<file path="src/rtl/lcd_fill_scheduler.sv">
// Arbitrates up to four frame-fill requesters and sequences the shared LCD colour-fill engine.
// Define LCD_SCHED_RR_EN for round-robin arbitration; otherwise fixed priority, lowest index wins.
module lcd_fill_scheduler #(
    parameter int unsigned NUM_REQ      = 2,
    parameter int unsigned FILL_TIMEOUT = 600000
) (
    input  logic                  clk,
    input  logic                  reset_states,
    input  logic                  init_done,
    input  logic [NUM_REQ-1:0]    req,
    input  logic [16*NUM_REQ-1:0] req_color,
    output logic [NUM_REQ-1:0]    ack,
    output logic                  err,
    output logic                  busy,
    output logic [1:0]            grant_id,
    output logic [15:0]           fill_color,
    output logic                  fill_reset,
    output logic                  fill_enable,
    input  logic                  fill_reset_done,
    input  logic                  fill_done
);
    typedef enum logic [2:0] {S_IDLE, S_RESET, S_WAIT_RST, S_RUN, S_DONE} state_t;

    localparam logic [31:0] TIMER_LAST = 32'(FILL_TIMEOUT - 1);

    state_t             r_state;
    logic [31:0]        r_timer;
    logic               r_abort;
    logic [NUM_REQ-1:0] r_ack;
    logic               r_err;
    logic               r_busy;
    logic [1:0]         r_grant_id;
    logic [15:0]        r_fill_color;
    logic               r_fill_reset;
    logic               r_fill_enable;

    logic               w_any;
    logic [1:0]         w_win;
    logic [15:0]        w_color;
    logic [NUM_REQ-1:0] w_ack_onehot;

`ifdef LCD_SCHED_RR_EN
    localparam logic [1:0] LAST_ID = 2'(NUM_REQ - 1);

    logic [1:0]         r_rr_ptr;
    logic [NUM_REQ-1:0] w_req_rot;
    logic [2:0]         w_sum;

    // Rotating the request vector by the pointer turns the wrapping search into a lowest-bit search.
    assign w_req_rot = NUM_REQ'({req, req} >> r_rr_ptr);

    // NOTE: every signal written here gets a default first, so no path leaves a latch behind.
    always_comb begin
        w_any = 1'b0;
        w_win = 2'd0;
        w_sum = 3'd0;
        for (int i = int'(NUM_REQ) - 1; i >= 0; i--) begin
            if (w_req_rot[i]) begin
                w_any = 1'b1;
                w_sum = {1'b0, r_rr_ptr} + 3'(i);
                if (w_sum >= 3'(NUM_REQ)) begin
                    w_win = 2'(w_sum - 3'(NUM_REQ));
                end else begin
                    w_win = w_sum[1:0];
                end
            end
        end
    end
`else
    always_comb begin
        w_any = 1'b0;
        w_win = 2'd0;
        for (int i = int'(NUM_REQ) - 1; i >= 0; i--) begin
            if (req[i]) begin
                w_any = 1'b1;
                w_win = 2'(i);
            end
        end
    end
`endif

    always_comb begin
        w_color = 16'h0000;
        for (int i = 0; i < int'(NUM_REQ); i++) begin
            if (w_win == 2'(i)) begin
                w_color = req_color[16*i +: 16];
            end
        end
    end

    assign w_ack_onehot = {{(NUM_REQ-1){1'b0}}, 1'b1} << r_grant_id;

    // NOTE: state is updated with non-blocking assignments so every register samples pre-edge values.
    always_ff @(posedge clk) begin
        if (reset_states) begin
            r_state       <= S_IDLE;
            r_timer       <= '0;
            r_abort       <= 1'b0;
            r_ack         <= '0;
            r_err         <= 1'b0;
            r_busy        <= 1'b0;
            r_grant_id    <= 2'd0;
            r_fill_color  <= 16'h0000;
            r_fill_reset  <= 1'b0;
            r_fill_enable <= 1'b0;
`ifdef LCD_SCHED_RR_EN
            r_rr_ptr      <= 2'd0;
`endif
        end else begin
            r_ack <= '0;
            r_err <= 1'b0;
            case (r_state)
                S_IDLE: begin
                    r_busy <= 1'b0;
                    if (init_done && w_any) begin
                        r_grant_id   <= w_win;
                        r_fill_color <= w_color;
                        r_busy       <= 1'b1;
                        r_state      <= S_RESET;
                    end
                end
                S_RESET: begin
                    r_fill_reset  <= 1'b1;
                    r_fill_enable <= 1'b0;
                    r_state       <= S_WAIT_RST;
                end
                S_WAIT_RST: begin
                    r_fill_reset <= 1'b0;
                    if (fill_reset_done) begin
                        r_fill_enable <= 1'b1;
                        r_timer       <= '0;
                        r_state       <= S_RUN;
                    end
                end
                S_RUN: begin
                    r_timer <= r_timer + 32'd1;
                    // A completion in the same cycle as an abort condition still counts as clean.
                    if (fill_done) begin
                        r_abort <= 1'b0;
                        r_state <= S_DONE;
                    end else if (r_timer == TIMER_LAST || !init_done) begin
                        r_abort <= 1'b1;
                        r_state <= S_DONE;
                    end
                end
                S_DONE: begin
                    r_fill_enable <= 1'b0;
                    r_ack         <= w_ack_onehot;
                    r_err         <= r_abort;
`ifdef LCD_SCHED_RR_EN
                    r_rr_ptr      <= (r_grant_id == LAST_ID) ? 2'd0 : r_grant_id + 2'd1;
`endif
                    r_state       <= S_IDLE;
                end
                default: r_state <= S_IDLE;
            endcase
        end
    end

    assign ack         = r_ack;
    assign err         = r_err;
    assign busy        = r_busy;
    assign grant_id    = r_grant_id;
    assign fill_color  = r_fill_color;
    assign fill_reset  = r_fill_reset;
    assign fill_enable = r_fill_enable;
endmodule

</file>
<file path="config.mk">
export PLATFORM = sky130hd
export DESIGN_NAME = lcd_fill_scheduler
export DESIGN_NICKNAME = d
export VERILOG_FILES = /design/src/rtl/lcd_fill_scheduler.sv
export SDC_FILE = /design/constraint.sdc
export NUM_CORES = 1
export LEC_CHECK = 0
export BUFFER_PORTS_ARGS = -buffer_cell sky130_fd_sc_hd__buf_2
export CORE_MARGIN = 8
export CORE_UTILIZATION = 51
export CTS_CLUSTER_DIAMETER = 40
export DETAILED_ROUTE_END_ITERATION = 12
export PLACE_DENSITY = 0.78
export SETUP_SLACK_MARGIN = 0.2
export SLEW_MARGIN = 20
export SYNTH_ARGS = -nofsm -noshare
export SYNTH_HDL_FRONTEND = slang
export SYNTH_SLANG_ARGS = --single-unit
</file>
<file path="constraint.sdc">
create_clock -name clk -period 3.1 [get_ports clk]
set_input_delay 0.62 -clock clk [delete_from_list [all_inputs] [get_ports clk]]
set_output_delay 0.62 -clock clk [all_outputs]
set_load 0.005 [all_outputs]
</file>
==> results.sh <==
export IMPL_status="finished clean"
export IMPL_report_final_slew_viol_count=0
export IMPL_max_freq_mhz=433.9
export IMPL_skew_ns=0.009160
export IMPL_gp_congestion=0.8929
export IMPL_root_buffer="clkbuf_8"
export IMPL_wl_per_cell_um=15.03
export IMPL_powerDensity_nw_per_um2=483.4
export IMPL_worstReg2RegEnd="r_timer[23]"
export IMPL_dieArea_um2=8608
export IMPL_rr_worst_depth=4
export IMPL_grt_pass1_wl_mm=12.48
export IMPL_ys_async_sr_fraction=0
export IMPL_rrSetupSlack_ns=0.80
export IMPL_cpLargestDelayFamily="simple AND/OR/NAND/NOR gates"
export IMPL_r2r_start="r_state[1]"
export IMPL_ys_seq_area_frac=0.3928
export IMPL_cpPeakStageDelay_ns=0.70
export IMPL_grt_pass1_vias=2643
export IMPL_ys_warn_count=0
export IMPL_cts_tree="yes"
export IMPL_die_y_um=92.78
export IMPL_p_clk_frac=0.402
export IMPL_fp_dieW_um=92.78
export IMPL_finalPower_mw=1.704
export IMPL_p_seq_frac=0.479
export IMPL_antenna_found_initial=0
export IMPL_end_kind="flop"
export IMPL_slowest_stage="or4_1"
export IMPL_clockBufferDepth=2
export IMPL_postCtsResizedCells=0
export IMPL_drv_cap=0
export IMPL_hold_start="grant_id[0]"
export IMPL_cp_arrival_ns=2.57
export IMPL_power_leakage_nw=1.370
export IMPL_htreeDepth=3
export IMPL_finalCritPeriodShare=0.7435
export IMPL_nNetsFinal=443
export IMPL_initial_core_util=0.5170
export IMPL_setup_viol=0
export IMPL_min_to="ack[0]"
export IMPL_n_fill_cell=526
export IMPL_synth_edff_count=0
export IMPL_numPortBuffers=61
export IMPL_syn_area_per_cell_um2=8.542
export IMPL_clkLatencyLatePin_ns=0.34
export IMPL_switching_share=0.2635
export IMPL_area_delta_synth_final_pct=17.27
export IMPL_final_layout_size_suffix_gt1_frac=0.2475
export IMPL_startpoint="r_state[1]"
export IMPL_netlist_area_um2=3007
export IMPL_whs_path_depth=1
export IMPL_cp_common_cell="or4_1"
export IMPL_vias=2782
export IMPL_vdd_drop_max_mv=0.2773
export IMPL_syn_num_nets=392
export IMPL_via_per_inst=5.760
export IMPL_ys_ff_latch=59
export IMPL_worst_ep_required_time_ns=3.37
export IMPL_drt_iter0_markers=173
export IMPL_numClockSinks=59
export IMPL_synthFlopType="dfxtp_1"
export IMPL_min_period_ns=2.305
export IMPL_path_buf_inv=0
export IMPL_postCtsHoldBufs=0
export IMPL_ys_types=53
export IMPL_gr_usage_all_layers=0.1787
export IMPL_regArea_um2=1181
export IMPL_tightestPinTransition_ns=0.8714
export IMPL_tns_ns=0
export IMPL_holdWs_ns=0.4574
export IMPL_cts_buffers_inserted=9
export IMPL_crit_path_max_fanout=15
export IMPL_hold_violations=0
export IMPL_finalCoreUtilization=0.6063
export IMPL_multi_input_area_um2=1710
export IMPL_num_antenna_cells=0
export IMPL_worstSetupPathType="reg2reg"
export IMPL_rows=28
export IMPL_io_pin_count=63
export IMPL_antenna_left=0
export IMPL_drt_wl_total_mm=7.261
export IMPL_startpoint_type="flop"
export IMPL_p_int_mw=1.255
export IMPL_synthCells=352
export IMPL_slew_headroom=0.4170
export IMPL_grt_max_degree=47
export IMPL_rsz0062_at_grt="no"
export IMPL_p_switching_mw=0.4491
export IMPL_post_cts_setup_buffer_count=0
export IMPL_hold_path_class="reg2reg"
export IMPL_worstPathCellList="nand3b_4 -> or4_1 -> or4_1 -> a21oi_1"
export IMPL_path_clk_slew_ns=0.07
export IMPL_grt_overflow=0
export IMPL_pwr_share_comb=0.119
export IMPL_core_um2=5816
export IMPL_hpwlAfterDp_mm=5.293
export IMPL_post_route_drc_count=0
export IMPL_drt_pass1_iterations=4
==> state kept, by name, indices dropped and copies added (netlist names) <==
name / cells
grant_id: 1
busy: 1
ack: 2
fill_reset: 1
r_state: 3
r_abort: 1
fill_color: 16
err: 1
fill_enable: 1
r_timer: 32
==> placed cells by master (no fill, tap or decap), drive strengths merged, types with 2 or more instances in the layout <==
| cell | count |
|---|---|
| o41ai | 2 |
| clkbuf | 10 |
| or2 | 11 |
| nor3 | 6 |
| buf | 66 |
| a21oi | 16 |
| nor3b | 4 |
| nand3 | 21 |
| nand4 | 11 |
| clkinvlp | 3 |
| o21ai | 8 |
| dfxtp | 59 |
| o21a | 2 |
| and2 | 7 |
| nor4bb | 2 |
| o211ai | 3 |
| nor2 | 42 |
| nand2 | 28 |
| nand3b | 3 |
| or3 | 4 |
| mux2 | 5 |
| or4 | 6 |
| or4b | 2 |
| mux2i | 26 |
| o311ai | 3 |
| nor4 | 11 |
| and3 | 5 |
| a211oi | 18 |
| clkinv | 2 |
| and4 | 3 |
| nor2b | 3 |
| nor4b | 2 |
==> through the flow <==
stage	cell area [um^2]	cells	worst slack [ns]
4_1_cts	3526	483	0.8022
5_1_grt	3526	483	0.6815
3_5_place_dp	3332	467	0.8086
6_report	3526	483	0.7952
2_1_floorplan	3007	352	1.125
3_3_place_gp	3332	467	0.8795
==> power by group through the flow <==
stage / sequential [mW] / clock, mW / combinational, mW
2_1_floorplan: 0.828 / 0 / 0.131
3_3_place_gp: 0.832 / 0 / 0.198
3_5_place_dp: 0.834 / 0 / 0.205
4_1_cts: 0.817 / 0.704 / 0.206
5_1_grt: 0.822 / 0.738 / 0.229
6_report: 0.817 / 0.685 / 0.202
==> cells by family (layout without fill, tap and decap cells) <==
logic type / after synthesis / in the layout / share of synthesized area
adder cells (fa/ha/maj): 1 / 1 / 0.004161
flip-flops: 59 / 59 / 0.3928
buffers and inverters: 27 / 83 / 0.03912
AO/OA/AOI/OAI: 57 / 57 / 0.1278
other: 1 / 1 / 0.001247
XOR/XNOR: 1 / 1 / 0.002914
AND/OR/NAND/NOR: 175 / 175 / 0.3267
multiplexers: 31 / 31 / 0.1053
==> cell type report <==
type	count	share of cell area
clock buffer	10	0.03620
multi-input combinational	266	0.4851
sequential	59	0.3350
clock inverter	6	0.01881
tap	75	0.02661
timing repair buffer	66	0.09723
inverter	1	0.001065
==> Yosys cell counts, types with 2 or more instances <==
| library cell | instances | area share |
|---|---|---|
| or4_1 | 6 | 0.015 |
| or3_1 | 4 | 0.0083 |
| buf_2 | 4 | 0.0067 |
| mux2i_1 | 26 | 0.087 |
| buf_4 | 3 | 0.0075 |
| mux2_2 | 3 | 0.011 |
| or4b_1 | 2 | 0.0067 |
| a21oi_1 | 16 | 0.027 |
| o21ai_0 | 7 | 0.012 |
| nand3b_1 | 2 | 0.0050 |
| a211oi_1 | 18 | 0.045 |
| clkbuf_1 | 17 | 0.021 |
| nand4_1 | 11 | 0.023 |
| nor2_1 | 42 | 0.052 |
| nor2b_1 | 3 | 0.0062 |
| o311ai_0 | 2 | 0.0058 |
| o41ai_1 | 2 | 0.0058 |
| and2_1 | 7 | 0.015 |
| nor3b_1 | 4 | 0.010 |
| and4_1 | 3 | 0.0087 |
| buf_1 | 2 | 0.0025 |
| nor4bb_1 | 2 | 0.0067 |
| nand3_2 | 2 | 0.0067 |
| o21a_1 | 2 | 0.0050 |
| nand3_1 | 19 | 0.032 |
| dfxtp_1 | 59 | 0.39 |
| mux2_1 | 2 | 0.0075 |
| or2_2 | 10 | 0.021 |
| nand2_1 | 28 | 0.035 |
| o211ai_1 | 3 | 0.0075 |
| nor4_1 | 10 | 0.021 |
| and3_1 | 5 | 0.010 |
| nor3_1 | 6 | 0.010 |
==> worst reg2reg max path, cell delays in order, from the launching register on <==
cell and delay, ns:
dfxtp_1 0.60, nand3b_4 0.26, or4_1 0.70, or4_1 0.54
a21oi_1 0.15
==> metal layers <==
layer	up-vias	track usage	part of all wire
met3	9	0.04612	0.057
met5	-	0	0
li1	1395	-	-
met4	0	0.07785	0.015
met1	1303	0.2183	0.43
met2	75	0.2893	0.50
==> worst max path at each step <==
stage,endpoint,slack [ns],cells past startpoint
floorplan,r_timer[28],1.12,6
global placement,r_timer[23],0.88,4
detailed placement,r_timer[23],0.81,4
CTS,r_timer[23],0.80,4
global route,r_timer[23],0.68,4
finish,r_timer[23],0.80,4
Note: power is estimated with default switching activity, not from simulation.
